$ cat config.mk
export PLATFORM = sky130hd
export DESIGN_NAME = alu_req_sequencer
export DESIGN_NICKNAME = d
export VERILOG_FILES = /design/src/rtl/alu_req_sequencer_pkg.sv /design/src/rtl/alu_req_sequencer_arb.sv /design/src/rtl/alu_req_sequencer.sv
export SDC_FILE = /design/constraint.sdc
export NUM_CORES = 1
export LEC_CHECK = 0
export BUFFER_PORTS_ARGS = -buffer_cell sky130_fd_sc_hd__buf_2
export CAP_MARGIN = 10
export CORE_MARGIN = 10
export CORE_UTILIZATION = 30
export DETAILED_ROUTE_END_ITERATION = 8
export SYNTH_ARGS = -nofsm -noshare
export SYNTH_HDL_FRONTEND = slang
export SYNTH_SLANG_ARGS = --single-unit
$ cat constraint.sdc
create_clock -name clk -period 2.1 [get_ports clk]
set_input_delay 0.105 -clock clk [delete_from_list [all_inputs] [get_ports clk]]
set_output_delay 0.105 -clock clk [all_outputs]
set_load 0.03 [all_outputs]
$ cat src/rtl/alu_req_sequencer_pkg.sv
// Shared definitions for the two-requester ALU front end: operation codes,
// FSM state encodings and datapath result widths.
package alu_req_sequencer_pkg;

    // ALU operation select codes
    localparam logic [1:0] OP_ADD = 2'b00;
    localparam logic [1:0] OP_SUB = 2'b01;
    localparam logic [1:0] OP_MUL = 2'b10;
    localparam logic [1:0] OP_SHF = 2'b11;

    // Sequencer FSM states
    localparam logic [1:0] ST_IDLE  = 2'b00;
    localparam logic [1:0] ST_ISSUE = 2'b01;
    localparam logic [1:0] ST_WAIT  = 2'b10;
    localparam logic [1:0] ST_RESP  = 2'b11;

    // Datapath result widths
    localparam int unsigned W_NARROW = 16;
    localparam int unsigned W_ADD    = 17;
    localparam int unsigned W_MUL    = 32;

endpackage

$ cat src/rtl/alu_req_sequencer_arb.sv
// Two-way round-robin arbiter. When both requests are present, the requester
// that did not win last time is granted. last_grant updates only when the
// grant is actually consumed (advance).
module rr_arbiter2 (
    input  logic       clk,
    input  logic       rst_n,
    input  logic [1:0] req,
    input  logic       advance,
    output logic [1:0] grant,
    output logic       grant_idx,
    output logic       last_grant
);

    // Pick the winner from the current requests and the previous winner
    always_comb begin
        grant_idx = 1'b0;
        if (req == 2'b11) begin
            grant_idx = ~last_grant;
        end else if (req[1]) begin
            grant_idx = 1'b1;
        end
        grant = '0;
        if (req != 2'b00) begin
            grant = grant_idx ? 2'b10 : 2'b01;
        end
    end

    // Remember the last consumed grant; reset value makes requester 0 win first
    always_ff @(posedge clk or negedge rst_n) begin
        if (!rst_n) begin
            last_grant <= 1'b1;
        end else if (advance) begin
            last_grant <= grant_idx;
        end
    end

endmodule

$ cat src/rtl/alu_req_sequencer.sv
// Two-requester front end for the 16-bit ALU. A round-robin winner's operands
// are registered onto the ALU inputs, held for SETTLE_CYCLES, and the selected
// result is returned to that requester over a valid/ready response channel.
module alu_req_sequencer
    import alu_req_sequencer_pkg::*;
#(
    parameter int unsigned SETTLE_CYCLES = 2,
    parameter int unsigned CNT_W         = 4
) (
    input  logic                clk,
    input  logic                rst_n,
    input  logic [1:0]          req_valid,
    output logic [1:0]          req_ready,
    input  logic [3:0]          req_op,
    input  logic [31:0]         req_a,
    input  logic [31:0]         req_b,
    input  logic [1:0]          req_cin,
    output logic [1:0]          rsp_valid,
    input  logic [1:0]          rsp_ready,
    output logic [31:0]         rsp_data,
    output logic [1:0]          alu_sel,
    output logic [15:0]         alu_x,
    output logic [15:0]         alu_y,
    output logic                alu_cin,
    input  logic [W_ADD-1:0]    alu_sum,
    input  logic [W_NARROW-1:0] alu_diff,
    input  logic [W_MUL-1:0]    alu_m,
    input  logic [W_NARROW-1:0] alu_lsh,
    input  logic [W_NARROW-1:0] alu_rsh,
    output logic                busy
);

    logic [1:0]       state;
    logic [CNT_W-1:0] cnt;
    logic [1:0]       grant;
    logic             grant_idx;
    logic             owner;
    logic             accept;
    logic [1:0]       op_g;
    logic [15:0]      a_g;
    logic [15:0]      b_g;
    logic             cin_g;
    logic [31:0]      result;

    rr_arbiter2 u_arb (
        .clk        (clk),
        .rst_n      (rst_n),
        .req        (req_valid),
        .advance    (accept),
        .grant      (grant),
        .grant_idx  (grant_idx),
        .last_grant (owner)
    );

    // Grant handshake and per-requester operand selection for the winner
    always_comb begin
        accept    = rst_n && (state == ST_IDLE) && (req_valid != 2'b00);
        req_ready = accept ? grant : 2'b00;
        op_g      = grant_idx ? req_op[3:2]  : req_op[1:0];
        a_g       = grant_idx ? req_a[31:16] : req_a[15:0];
        b_g       = grant_idx ? req_b[31:16] : req_b[15:0];
        cin_g     = grant_idx ? req_cin[1]   : req_cin[0];
    end

    // Result selection from the ALU outputs by the held operation
    always_comb begin
        result = '0;
        case (alu_sel)
            OP_ADD:  result = {15'b0, alu_sum};
            OP_SUB:  result = {16'b0, alu_diff};
            OP_MUL:  result = alu_m;
            default: result = {alu_lsh, alu_rsh};
        endcase
    end

    // Response routing and status decoded from the registered state
    always_comb begin
        rsp_valid = 2'b00;
        if (state == ST_RESP) begin
            rsp_valid = owner ? 2'b10 : 2'b01;
        end
        busy = (state != ST_IDLE);
    end

    // Sequencer FSM. Operands are mapped onto the ALU registers directly at the
    // accept edge, so they are already stable while ISSUE loads the counter.
    always_ff @(posedge clk or negedge rst_n) begin
        if (!rst_n) begin
            state    <= ST_IDLE;
            cnt      <= '0;
            rsp_data <= '0;
            alu_sel  <= '0;
            alu_x    <= '0;
            alu_y    <= '0;
            alu_cin  <= 1'b0;
        end else begin
            case (state)
                ST_IDLE: begin
                    if (accept) begin
                        alu_sel <= op_g;
                        alu_cin <= (op_g == OP_ADD) ? cin_g : 1'b0;
                        if (op_g == OP_SUB) begin
                            alu_x <= b_g;
                            alu_y <= a_g;
                        end else begin
                            alu_x <= a_g;
                            alu_y <= b_g;
                        end
                        state <= ST_ISSUE;
                    end
                end
                ST_ISSUE: begin
                    cnt   <= CNT_W'(SETTLE_CYCLES - 1);
                    state <= ST_WAIT;
                end
                ST_WAIT: begin
                    if (cnt == '0) begin
                        rsp_data <= result;
                        state    <= ST_RESP;
                    end else begin
                        cnt <= cnt - CNT_W'(1);
                    end
                end
                default: begin
                    if (rsp_ready[owner]) begin
                        state <= ST_IDLE;
                    end
                end
            endcase
        end
    end

endmodule

Word level (Yosys, flattened, before mapping):

Cells that the tools add are included.

* muxes and demuxes: 23
* add/sub/neg operators: 1
* reduce and logical (&&, ||, !) cells: 14
* bitwise gates (word level): 1
* eq/ne operators: 10
* $lt $le $gt $ge: 1

Operator list (number)
* $pmux W32 S3: 1
* $mux W16: 4
* $mux W2: 9
* $eq A2 B2 Y1 const B: 4
* $pmux W4 S2: 1
* $eq A2 B1 Y1 const B: 3
* $logic_not A2 Y1: 3
* $mux W1: 6
* $ne A2 B2 Y1 const B: 3
* $pmux W2 S3: 1
* $reduce_and A2 Y1: 3
* $reduce_bool A2 Y1: 3
* $logic_not A4 Y1: 1
* $mux W4: 1
* $reduce_bool A4 Y1: 1
* $sub A4 B1 Y4 const B: 1
* $reduce_and A3 Y1: 1
* $logic_and A1 B1 Y1: 2
* $lt A1 B2 Y1 const B: 1
* $not A1 Y1: 1

* register bits: 74
* logic and storage cells: 58

Depth between registers and ports, before layout:

* depth in word-level cells: 5
* depth in mapped cells: 7

Cells and area by module:

Synthesis repeated with hierarchy kept, for this count alone.

* cell total of the unflattened synthesis: 433
* area, all modules: 4409.2 um^2

Modules (own cells, without submodules)
* alu_req_sequencer: cells each 427, instances 1, sequential area each 1826.8 um^2, area an instance 4337.9 um^2
* rr_arbiter2: cells each 6, instances 1, sequential area each 26.3 um^2, area an instance 71.3 um^2

Least setup slack after synthesis:

Ideal clock, no wire load.

* path kind: register to register
* start point: register alu_sel[0]
* end point: register rsp_data[10]
* path buffers: 2
* cell stages (with the launch flop): 5
* required time: 1.975 ns
* arrival: 1.610 ns
* slack: 0.365 ns
* library setup time: 0.125 ns
* cells stage by stage: dfrtp_1 buf_6 buf_6 mux4_2 mux2_2

* cells in the longest elaborated chain, start to end: 2
* elaborated cells between the ends (all ways): 4
* those cells by class: 2 x eq/ne; 1 x mux; 1 x reduce/logical

Ends and longest elaborated chain
* start: declaration: RTL line alu_req_sequencer.sv:21 `output logic [1:0] alu_sel,`
* start signal: assignment: RTL line alu_req_sequencer.sv:100 `alu_sel <= op_g;`
* $eq A2 B2 Y1, or another cell as far along: RTL line alu_req_sequencer.sv:68 `case (alu_sel)`
* $pmux W32 S3 (*): RTL line alu_req_sequencer.sv:68
* end signal: assignment: RTL line alu_req_sequencer.sv:118 `rsp_data <= result;`
* end: declaration: RTL line alu_req_sequencer.sv:20 `output logic [31:0] rsp_data,`

Mark *: on every way between the ends. The rest lies on a longest branch, timed or not.
A chain may end at the register's enable or synchronous reset.

Worst setup path after layout:

* start point: register state[1]
* end point: output req_ready[0]

* cells in the longest elaborated chain, start to end: 4

Ends and longest elaborated chain
* start: declaration: RTL line alu_req_sequencer.sv:33 `logic [1:0] state;`
* start signal: assignment: RTL line alu_req_sequencer.sv:89 `state <= ST_IDLE;`
* start signal: assignment: RTL line alu_req_sequencer.sv:109 `state <= ST_ISSUE;`
* start signal: assignment: RTL line alu_req_sequencer.sv:114 `state <= ST_WAIT;`
* $logic_not A2 Y1: RTL line alu_req_sequencer.sv:57 `accept = rst_n && (state == ST_IDLE) && (req_valid != 2'b00);`
* $logic_and A1 B1 Y1 (2 in a row): RTL line alu_req_sequencer.sv:57
* $mux W2: RTL line alu_req_sequencer.sv:58 `req_ready = accept ? grant : 2'b00;`
* end: declaration: RTL line alu_req_sequencer.sv:13 `output logic [1:0] req_ready,`

No other way between the ends.

==> results.md <==
* Mapped Area at 4679 um2
* TNS Setup at 0 ns
* CTS H-tree lvls at 3
* Pleak at 3.268 nW
* Layout cells sized above 1 at 55.26%
* NumNets Final at 819
* Final hold vios at 0
* FP Rows at 45
* DR vias at 4,207
* Die W at 144.9 um
* Number of buffers added on ports at 244
* Max-slew violations at 0
* Commonest non-fill, non-tap cell in the layout: buf_2
* Initial core utilization at 30.67%
* Clock sink count at 74
* DIE HEIGHT at 144.9 um
* R2R cell count at 6
* CP required at 2.00 ns
* Die area at 20,990 um2
* DRT iter0 DRCs at 149
* CTS tree: done
* Most frequent cells in the layout: buf_2, dfrtp_1, nand2_1, mux2i_1, o221ai_2
* Clock Latency Late Sink at 0.33 ns
* Worst rel slew slack at 36.14%
* TritonCTS Buffers at 9
* RR Endpoint: state[0]
* Register area share after synthesis at 39.60%
* Clock-pin slew on the worst setup and hold paths at 0.06 ns
* Largest net degree at the start of global routing at 75
* Setup crit start kind: register
* Worst r2r src: cnt[0]
* Max Root-Sink Buffers at 2
* Clock root buffer: clkbuf_16
* Final Util at 42.82%
* First-pass GRT wire length at 24.55 mm
* Ys async rst share at 100.0%
* Max Cap Violations at 0
* Fin crit share at 92.19%
* Worst slew pin tran at 0.9580 ns
* Mapped Avg Cell Area at 11.73 um2
* GRT overflow at 0
* DRC violation count after routing at 0
* Type of destination of the critical path: output port
* CP arrival at 1.83 ns
* Global placer's final weighted congestion at 0.7834
* Setup-failing EPs final at 0
* Vias per cell at 4.903
* Yosys reg bits at 74
* Post-synth EDFFs at 0
* Max Freq at 516.5 MHz
* Vias in the first global route at 4,727
* Top cell type's share of synthesized area at 39.04%
* Status: finished clean
* Layout area overhead at 39.63%
* Post-DP HPWL at 12.53 mm
* Unrepaired setup endpoints after global routing: false
* Ys Warns at 0
* Main flop type after synthesis: dfrtp_1
* Setup CP Type: register to output port
* Reg2Reg Setup Slack at 0.24 ns
* GRT Total Usage at 14.75%
* Io pins at 245
* Clock skew at 0.01230 ns
* First-pass iteration count of the detailed router at 6
* Yosys cell types at 42
* Cell count after synthesis at 399
* CP max FO at 17
* Fin Hold WS at 0.04687 ns
* Syn_nets at 577
* Maximum vdd drop at 0.4610 mV
* Cell taking the most area after synthesis: dfrtp_1
* Core area at 15,260 um2
* WL per Instance at 18.86 um
* Routed wire length at 16.18 mm
* Worst Hold Class: input port to async pin
* Crit path time final at 1.936 ns
* Post-route ant nets at 0
* Top cells by area, synth: dfrtp_1, mux2i_1, o221ai_2, mux4_2, nand2_1
* Power Total at 0.008744 W
* Ratio of total power to cell area at 1338 nW/um2
* Initial antenna violation count at 1
[what timing repair did]
action | 4_1_cts | 5_1_grt
endpoints found under the setup margin | 2 | 32
hold buffers | 0 | 0
cloned | 0 | 1
gates resized for setup | 3 | 4
pin swaps | 0 | 0
setup buffers | 0 | 2
[flip-flops by register name, summed over array words and instances (netlist names)]
| signal | count |
|---|---|
| alu_cin | 1 |
| cnt | 4 |
| state | 2 |
| rsp_data | 32 |
| alu_sel | 2 |
| alu_y | 16 |
| u_arb.last_grant | 1 |
| alu_x | 16 |
[worst max-delay path by stage]
stage	startpoint	endpoint	slack [ns]	cells after the start
final	state[1]	req_ready[0]	0.16	7
after global routing	state[1]	req_ready[0]	0.07	7
after CTS	state[1]	req_ready[0]	0.01	7
after detailed placement	state[1]	rsp_data[24]	0.12	5
after global placement	state[0]	rsp_data[22]	0.23	6
after floorplan	alu_sel[0]	rsp_data[10]	0.36	4
[critical path: stages, from the launching register on]
cell	delay (ns)
dfrtp_2	0.44
inv_2	0.09
ha_4	0.17
o211ai_4	0.09
or2_4	0.29
buf_12	0.17
inv_2	0.05
clkbuf_4	0.17
[report_power, final]
group	internal, W	leakage (nW)	switching (W)
logic	0.00184	2.19	0.00282
clock network	0.00107	0.156	0.000591
registers	0.00206	0.925	0.000366
[cell families (layout without fill, tap and decap cells)]
logic type | after synthesis | in the layout | share of synthesized area, %
AO/OA/AOI/OAI | 67 | 67 | 14.89
adder cells (fa/ha/maj) | 5 | 5 | 1.337
buffers and inverters | 45 | 292 | 5.508
flip-flops | 74 | 74 | 39.60
multiplexers | 117 | 117 | 30.16
other | 0 | 1 | 0
AND/OR/NAND/NOR | 91 | 91 | 8.502
[cell type report]
cell class	instances	area, um2
tap	211	264.0
sequential	74	1856
clock buffer	11	242.7
inverter	10	37.54
multi-input combinational	280	2608
timing repair buffer	266	1446
antenna	1	2.502
clock inverter	5	77.57
fill	1495	8725
[per-layer routing]
metal / wire length [um] / vias to the layer above / global-route usage, %
met5: 13 / - / 0
met4: 168 / 2 / 4.362
met3: 2003 / 14 / 6.649
met2: 7737 / 191 / 24.78
met1: 6260 / 2034 / 16.43
li1: - / 1966 / -
[stage by stage]
| step | setup WS, ns | instance area [um2] | instances |
|---|---|---|---|
| 2_1_floorplan | 0.3649 | 4679 | 399 |
| 3_3_place_gp | 0.2313 | 6141 | 838 |
| 3_5_place_dp | 0.1203 | 6141 | 838 |
| 4_1_cts | 0.01247 | 6474 | 854 |
| 5_1_grt | 0.07438 | 6531 | 857 |
| 6_report | 0.1639 | 6534 | 858 |
[Yosys cell counts, drive strengths merged, types with 3 or more instances]
library cell	n
clkbuf	7
ha	5
buf	28
mux4	16
dfrtp	73
nand2b	3
nor2	3
nand2	70
mux2i	69
o21ai	20
mux2	32
o221ai	32
inv	10
nor2b	5
No activity file was read; power rests on OpenSTA's default activity.
